File: src/rtl/nn_pkg.sv
// Shared neural-net package.
//  FRAC_DEF   default fractional bit count (Q16.16 datapath)
//  ONE_FX     1.0 in the default Q16.16 format
//  state_t    sequential neuron FSM states
//  clog2      elaboration-time ceil(log2) helper
//  tanh_q16   tanh breakpoints at k*0.25 (k = 0..16) in Q1.16, rounded to nearest
package nn_pkg;

  localparam int          FRAC_DEF = 16;
  localparam logic [31:0] ONE_FX   = 32'h0001_0000;

  typedef enum logic [1:0] {IDLE, MAC, ACT, HOLD} state_t;

  function automatic int clog2(input int v);
    int r;
    r = 0;
    for (int i = 0; i < 31; i++)
      if ((1 << i) < v) r = i + 1;
    return r;
  endfunction

  // Beyond the last breakpoint the curve is treated as exactly 1.0.
  function automatic logic [16:0] tanh_q16(input logic [4:0] k);
    case (k)
      5'd0:    return 17'd0;
      5'd1:    return 17'd16051;
      5'd2:    return 17'd30285;
      5'd3:    return 17'd41625;
      5'd4:    return 17'd49912;
      5'd5:    return 17'd55593;
      5'd6:    return 17'd59320;
      5'd7:    return 17'd61694;
      5'd8:    return 17'd63178;
      5'd9:    return 17'd64096;
      5'd10:   return 17'd64659;
      5'd11:   return 17'd65000;
      5'd12:   return 17'd65212;
      5'd13:   return 17'd65339;
      5'd14:   return 17'd65417;
      5'd15:   return 17'd65464;
      5'd16:   return 17'd65492;
      default: return 17'd65536;
    endcase
  endfunction

endpackage

File: src/rtl/neuron_mac_seq_tanh.sv
// Combinational fixed-point tanh, piecewise linear over 0.25-wide segments
// on [0,4), odd-symmetric, |a| >= 4.0 returns +/-1.0. Max error ~0.006.
//  a  in   WIDTH  signed Q(WIDTH-FRAC).FRAC argument
//  y  out  WIDTH  signed tanh(a), same format
// Requires FRAC >= 3 and WIDTH > FRAC+2.
module neuron_mac_seq_tanh
  import nn_pkg::*;
#(
  parameter int WIDTH = 32,
  parameter int FRAC  = FRAC_DEF
) (
  input  logic [WIDTH-1:0] a,
  output logic [WIDTH-1:0] y
);

  localparam int FW = FRAC - 2;  // fraction bits inside one 0.25 segment
  localparam logic [WIDTH-1:0] ONE = {{(WIDTH-1){1'b0}}, 1'b1} << FRAC;

  function automatic logic [2*WIDTH-1:0] scale(input logic [16:0] q);
    logic [2*WIDTH-1:0] v;
    v = {{(2*WIDTH-17){1'b0}}, q};
    if (FRAC >= 16) return v << (FRAC - 16);
    else            return v >> (16 - FRAC);
  endfunction

  logic               neg, big;
  logic [WIDTH-1:0]   mag, mag_y;
  logic [3:0]         seg;
  logic [FW-1:0]      fr;
  logic [2*WIDTH-1:0] y0, y1, step;

  always_comb begin
    neg   = a[WIDTH-1];
    // most-negative input negates to itself; as unsigned it lands in 'big'
    mag   = neg ? -a : a;
    big   = |mag[WIDTH-1:FRAC+2];
    seg   = mag[FRAC+1:FW];
    fr    = mag[FW-1:0];
    y0    = scale(tanh_q16({1'b0, seg}));
    y1    = scale(tanh_q16({1'b0, seg} + 5'd1));
    step  = ((y1 - y0) * {{(2*WIDTH-FW){1'b0}}, fr}) >> FW;
    mag_y = big ? ONE : WIDTH'(y0 + step);
    y     = neg ? -mag_y : mag_y;
  end

endmodule

File: src/rtl/neuron_mac_seq.sv
// Sequential N_IN-input neuron: y = tanh(sum_i a_i*w_i + b), one multiplier
// folded over N_IN cycles, valid/ready on both sides.
//  clk, rst            clock, async active-high reset
//  in_valid/in_ready   input handshake for a_vec, w_vec, b
//  a_vec, w_vec        N_IN packed operands, element i at [i*WIDTH +: WIDTH]
//  b                   bias
//  out_valid/out_ready output handshake for y
//  y                   activated result, held until taken
//  busy                FSM not idle
// Build option: NEURON_MAC_SAT_EN -> saturating accumulator-to-WIDTH
// reduction; otherwise the low WIDTH bits are kept (wrap).
module neuron_mac_seq
  import nn_pkg::*;
#(
  parameter int WIDTH = 32,
  parameter int FRAC  = FRAC_DEF,
  parameter int N_IN  = 4
) (
  input  logic                  clk,
  input  logic                  rst,
  input  logic                  in_valid,
  output logic                  in_ready,
  input  logic [N_IN*WIDTH-1:0] a_vec,
  input  logic [N_IN*WIDTH-1:0] w_vec,
  input  logic [WIDTH-1:0]      b,
  output logic                  out_valid,
  input  logic                  out_ready,
  output logic [WIDTH-1:0]      y,
  output logic                  busy
);

  localparam int ACC_W = WIDTH + clog2(N_IN) + 1;
  localparam int IDX_W = (N_IN > 1) ? clog2(N_IN) : 1;

  state_t state, state_nxt;

  logic [N_IN-1:0][WIDTH-1:0] a_q, w_q;
  logic signed [ACC_W-1:0]    acc, term;
  logic [IDX_W-1:0]           idx;
  logic                       last;
  logic signed [WIDTH-1:0]    a_sel, w_sel;
  logic signed [2*WIDTH-1:0]  prod;
  logic [WIDTH-1:0]           pre, act;

  // ---------------- FSM ----------------
  always_ff @(posedge clk or posedge rst) begin
    if (rst) state <= IDLE;
    else     state <= state_nxt;
  end

  always_comb begin
    state_nxt = state;
    in_ready  = 1'b0;
    busy      = 1'b1;
    case (state)
      IDLE: begin
        in_ready = 1'b1;
        busy     = 1'b0;
        if (in_valid) state_nxt = MAC;
      end
      MAC:  if (last) state_nxt = ACT;
      ACT:  state_nxt = HOLD;
      HOLD: if (out_ready) state_nxt = IDLE;
      default: state_nxt = IDLE;
    endcase
  end

  // ---------------- datapath ----------------
  assign last  = (idx == IDX_W'(N_IN - 1));
  assign a_sel = a_q[idx];
  assign w_sel = w_q[idx];
  assign prod  = (2*WIDTH)'(a_sel) * (2*WIDTH)'(w_sel);
  // floor-rounded product, wrapped into the accumulator (no per-term clamp)
  assign term  = ACC_W'(prod >>> FRAC);

`ifdef NEURON_MAC_SAT_EN
  logic ovf;
  assign ovf = (acc[ACC_W-1:WIDTH-1] != {(ACC_W-WIDTH+1){acc[ACC_W-1]}});
  assign pre = !ovf         ? acc[WIDTH-1:0] :
               acc[ACC_W-1] ? {1'b1, {(WIDTH-1){1'b0}}} :
                              {1'b0, {(WIDTH-1){1'b1}}};
`else
  logic unused_acc_hi;
  assign unused_acc_hi = ^acc[ACC_W-1:WIDTH];
  assign pre = acc[WIDTH-1:0];
`endif

  neuron_mac_seq_tanh #(.WIDTH(WIDTH), .FRAC(FRAC)) u_tanh (
    .a (pre),
    .y (act)
  );

  always_ff @(posedge clk or posedge rst) begin
    if (rst) begin
      a_q       <= '0;
      w_q       <= '0;
      acc       <= '0;
      idx       <= '0;
      y         <= '0;
      out_valid <= 1'b0;
    end else begin
      case (state)
        IDLE: if (in_valid) begin
          a_q <= a_vec;
          w_q <= w_vec;
          acc <= ACC_W'($signed(b));
          idx <= '0;
        end
        MAC: begin
          acc <= acc + term;
          idx <= idx + IDX_W'(1);
        end
        ACT: begin
          y         <= act;
          out_valid <= 1'b1;
        end
        HOLD: if (out_ready) out_valid <= 1'b0;
        default: ;
      endcase
    end
  end

endmodule

File: config.mk
export PLATFORM = sky130hd
export DESIGN_NAME = neuron_mac_seq
export DESIGN_NICKNAME = d
export VERILOG_FILES = /design/src/rtl/nn_pkg.sv /design/src/rtl/neuron_mac_seq_tanh.sv /design/src/rtl/neuron_mac_seq.sv
export SDC_FILE = /design/constraint.sdc
export NUM_CORES = 2
export LEC_CHECK = 0
export CORE_ASPECT_RATIO = 2
export CORE_MARGIN = 1
export CORE_UTILIZATION = 40
export CTS_BUF_LIST = sky130_fd_sc_hd__clkbuf_4 sky130_fd_sc_hd__clkbuf_8
export DETAILED_ROUTE_END_ITERATION = 16
export PLACE_DENSITY_LB_ADDON = 0.15
export SLEW_MARGIN = 10
export SYNTH_ARGS = -nofsm -noshare
export SYNTH_HDL_FRONTEND = slang
export SYNTH_SLANG_ARGS = --single-unit
File: constraint.sdc
create_clock -name clk -period 29.4 [get_ports clk]
set_clock_uncertainty 0.2 [all_clocks]
set_input_delay 5.88 -clock clk [delete_from_list [all_inputs] [get_ports clk]]
set_output_delay 5.88 -clock clk [all_outputs]
set_load 0.02 [all_outputs]
==> results_dict.tcl <==
set metrics [dict create \
    initial_utilization 0.403 \
    ctsHoldBuffers 0 \
    worst_slew_pin_slew_ns 1.34 \
    setup_violations 0 \
    root_buffer "clkbuf_8" \
    clkLatencyLatePin_ns 0.82 \
    grt_pass1_wl_mm 304 \
    ys.flop_type "dfrtp_1" \
    syn_to_final_growth_pct 11.1 \
    rr_worst_depth 60 \
    syn_area_per_cell_sq_um 9.32 \
    critPathKind "flip-flop to flip-flop" \
    r2r_end "y[24]" \
    cp_num_buf_inv 9 \
    fin_tns_setup_ns 0 \
    syn_nets 7906 \
    clock-sinks 325 \
    drv_slew 0 \
    wl_per_cell_um 24.5 \
    holdPathStages 1 \
    crit_cells 60 \
    grt_usage 0.283 \
    synth-edff-count 0 \
    slew_headroom 0.0994 \
    drt_iter0_markers 2024 \
    worstPathRequired_ns 29.83 \
    fmax_ghz 0.0568 \
    die_x_um 271 \
    die_y_um 540 \
    postCtsSetupBuffers 0 \
    port_buffers 326 \
    dr.pass1.iters 6 \
    ys_types 94 \
    num-nets-final 8069 \
    endpoint_kind "flip-flop" \
    vias_per_cell 5.39 \
    overflow 0 \
    layout_min_cycle_time_ns 17.62 \
    clk_pin_slew_ns 0.07 \
    place_congestion 0.998 \
    utilization 0.447 \
    synthArstFlopShare 1.00 \
    tritoncts "built" \
    first_global_vias 49945 \
    arrival_ns 18.05 \
    wl_mm 203 \
    grt_max_degree 94 \
    startpoint_type "flip-flop" \
    place_hpwl_mm 164 \
    final_antenna_net_count 0 \
    reg2reg_from "acc[0]" \
    dieArea_sq_mm 0.146 \
    clock_path_buffers 3 \
    final_cell_mix "inv_1, fa_1, nand2_1, nor2_1, clkdlybuf4s50_1" \
    synth_warnings 0 \
    htree_levels 2 \
    hold_viol_final 0 \
    rows 197 \
    r2r_slack_ns 11.78 \
    critPathCapture "y[24]" \
    synth_cells 6212 \
    period_share 0.599 \
    crit_fanout 18 \
    layout_commonest_cell "inv_1" \
    status "finished, final reports clean" \
    cts_resized 0 \
    vias 44745 \
    io_pins 327 \
    core_sq_mm 0.144 \
    syn_area_sq_mm 0.0579 \
    cp-startpoint "acc[0]" \
    grt_antenna_before_repair 4 \
    drc 0 \
    yosysSeqAreaShare 0.141 \
    crit_family "compound AO/OA/AOI/OAI gates" \
    numCtsBuffers 52 \
    cap_violations 0 \
    rsz0062_at_grt "false" \
    crit_top_cell "fa_1" \
    ys_ff_latch 325 \
    drive_gt1_frac 0.0876 \
    cpMaxStageDelayCell "nor2b_1" \
    cpPeakStageDelay_ns 0.71 \
    hp-class "flip-flop to flip-flop" \
]
[synth_stat cells, types with 10 or more instances]
| master | n | area, sq um |
|---|---|---|
| nor2_1 | 327 | 1230 |
| nor2b_1 | 69 | 432 |
| o2111ai_1 | 11 | 96.3 |
| o21a_1 | 31 | 233 |
| nand4_1 | 24 | 150 |
| o22ai_1 | 11 | 68.8 |
| mux2i_1 | 30 | 300 |
| nand2b_1 | 48 | 300 |
| a211oi_1 | 21 | 158 |
| fa_1 | 1098 | 22000 |
| dfrtp_1 | 325 | 8130 |
| o21ai_0 | 106 | 531 |
| nand3_1 | 48 | 240 |
| clkbuf_1 | 273 | 1020 |
| or4_1 | 11 | 82.6 |
| a311oi_1 | 11 | 96.3 |
| o21bai_1 | 10 | 75.1 |
| or3_1 | 18 | 113 |
| mux2_2 | 266 | 3000 |
| a31oi_1 | 33 | 206 |
| inv_1 | 1329 | 4990 |
| and3_1 | 25 | 156 |
| a21o_1 | 55 | 413 |
| a21oi_1 | 128 | 641 |
| nand2_1 | 952 | 3570 |
| buf_1 | 25 | 93.8 |
| ha_1 | 304 | 3800 |
| o31ai_1 | 21 | 158 |
| nor4_1 | 35 | 219 |
| and2_1 | 70 | 438 |
| mux4_2 | 57 | 1280 |
| nor3_1 | 61 | 305 |
| xor2_1 | 55 | 482 |
| xnor2_1 | 127 | 1110 |
| o21ai_1 | 11 | 55.1 |
[metal layers]
layer | up-vias | GRT usage | wire, um
met5 | - | 0 | 27
met4 | 4 | 0.249 | 21600
met3 | 737 | 0.0417 | 9650
met2 | 1555 | 0.545 | 112000
met1 | 22980 | 0.249 | 60400
li1 | 19469 | - | -
[worst min path at each step]
stage                  from  endpoint  slack, ns
CTS                    y[3]      y[3]       0.29
global placement      y[15]     y[15]       0.28
floorplan           a_q[95]   a_q[95]       0.27
finish                 y[3]      y[3]       0.29
global route        w_q[87]   w_q[87]       0.31
detailed placement     y[3]      y[3]       0.27
[sequential cells by signal, indices dropped and copies added, names as in the netlist]
register   count
state          2
out_valid      1
y             32
idx            2
acc           32
a_q          128
w_q          128
[logic make-up (layout without fill, tap and decap cells)]
logic type               Yosys count  after routing  share of synthesized area
AO/OA/AOI/OAI                    571            571                     0.0663
XOR/XNOR                         182            182                     0.0275
adder cells (fa/ha/maj)         1402           1402                      0.446
buffers and inverters           1640           1843                      0.107
flip-flops                       325            325                      0.141
multiplexers                     354            354                     0.0794
other                              0              2                          0
AND/OR/NAND/NOR                 1738           1738                      0.134
[stage by stage]
| step | worst slack [ns] | hold WS (ns) | cell area [sq um] | instances |
|---|---|---|---|---|
| after floorplan | 14.32 | 0.274 | 57900 | 6212 |
| after global placement | 12.32 | 0.276 | 63100 | 8211 |
| after detailed placement | 12.06 | 0.273 | 63100 | 8211 |
| after CTS | 12.04 | 0.295 | 64300 | 8305 |
| after global routing | 10.66 | 0.306 | 64300 | 8306 |
| final | 11.78 | 0.289 | 64300 | 8307 |
[cell type report]
class	instances	area, sq um
diodes	2	5.00
inverters	1332	5010
well taps	1890	2360
repair buffers	417	3950
clock inverters	17	186
multi-input cells	4247	43700
flip-flops and latches	325	8140
clock buffers	77	985
fillers	14256	79400
Power is not shown: default switching activity piles up to over one toggle a cycle in this logic, so the estimate is an artifact.
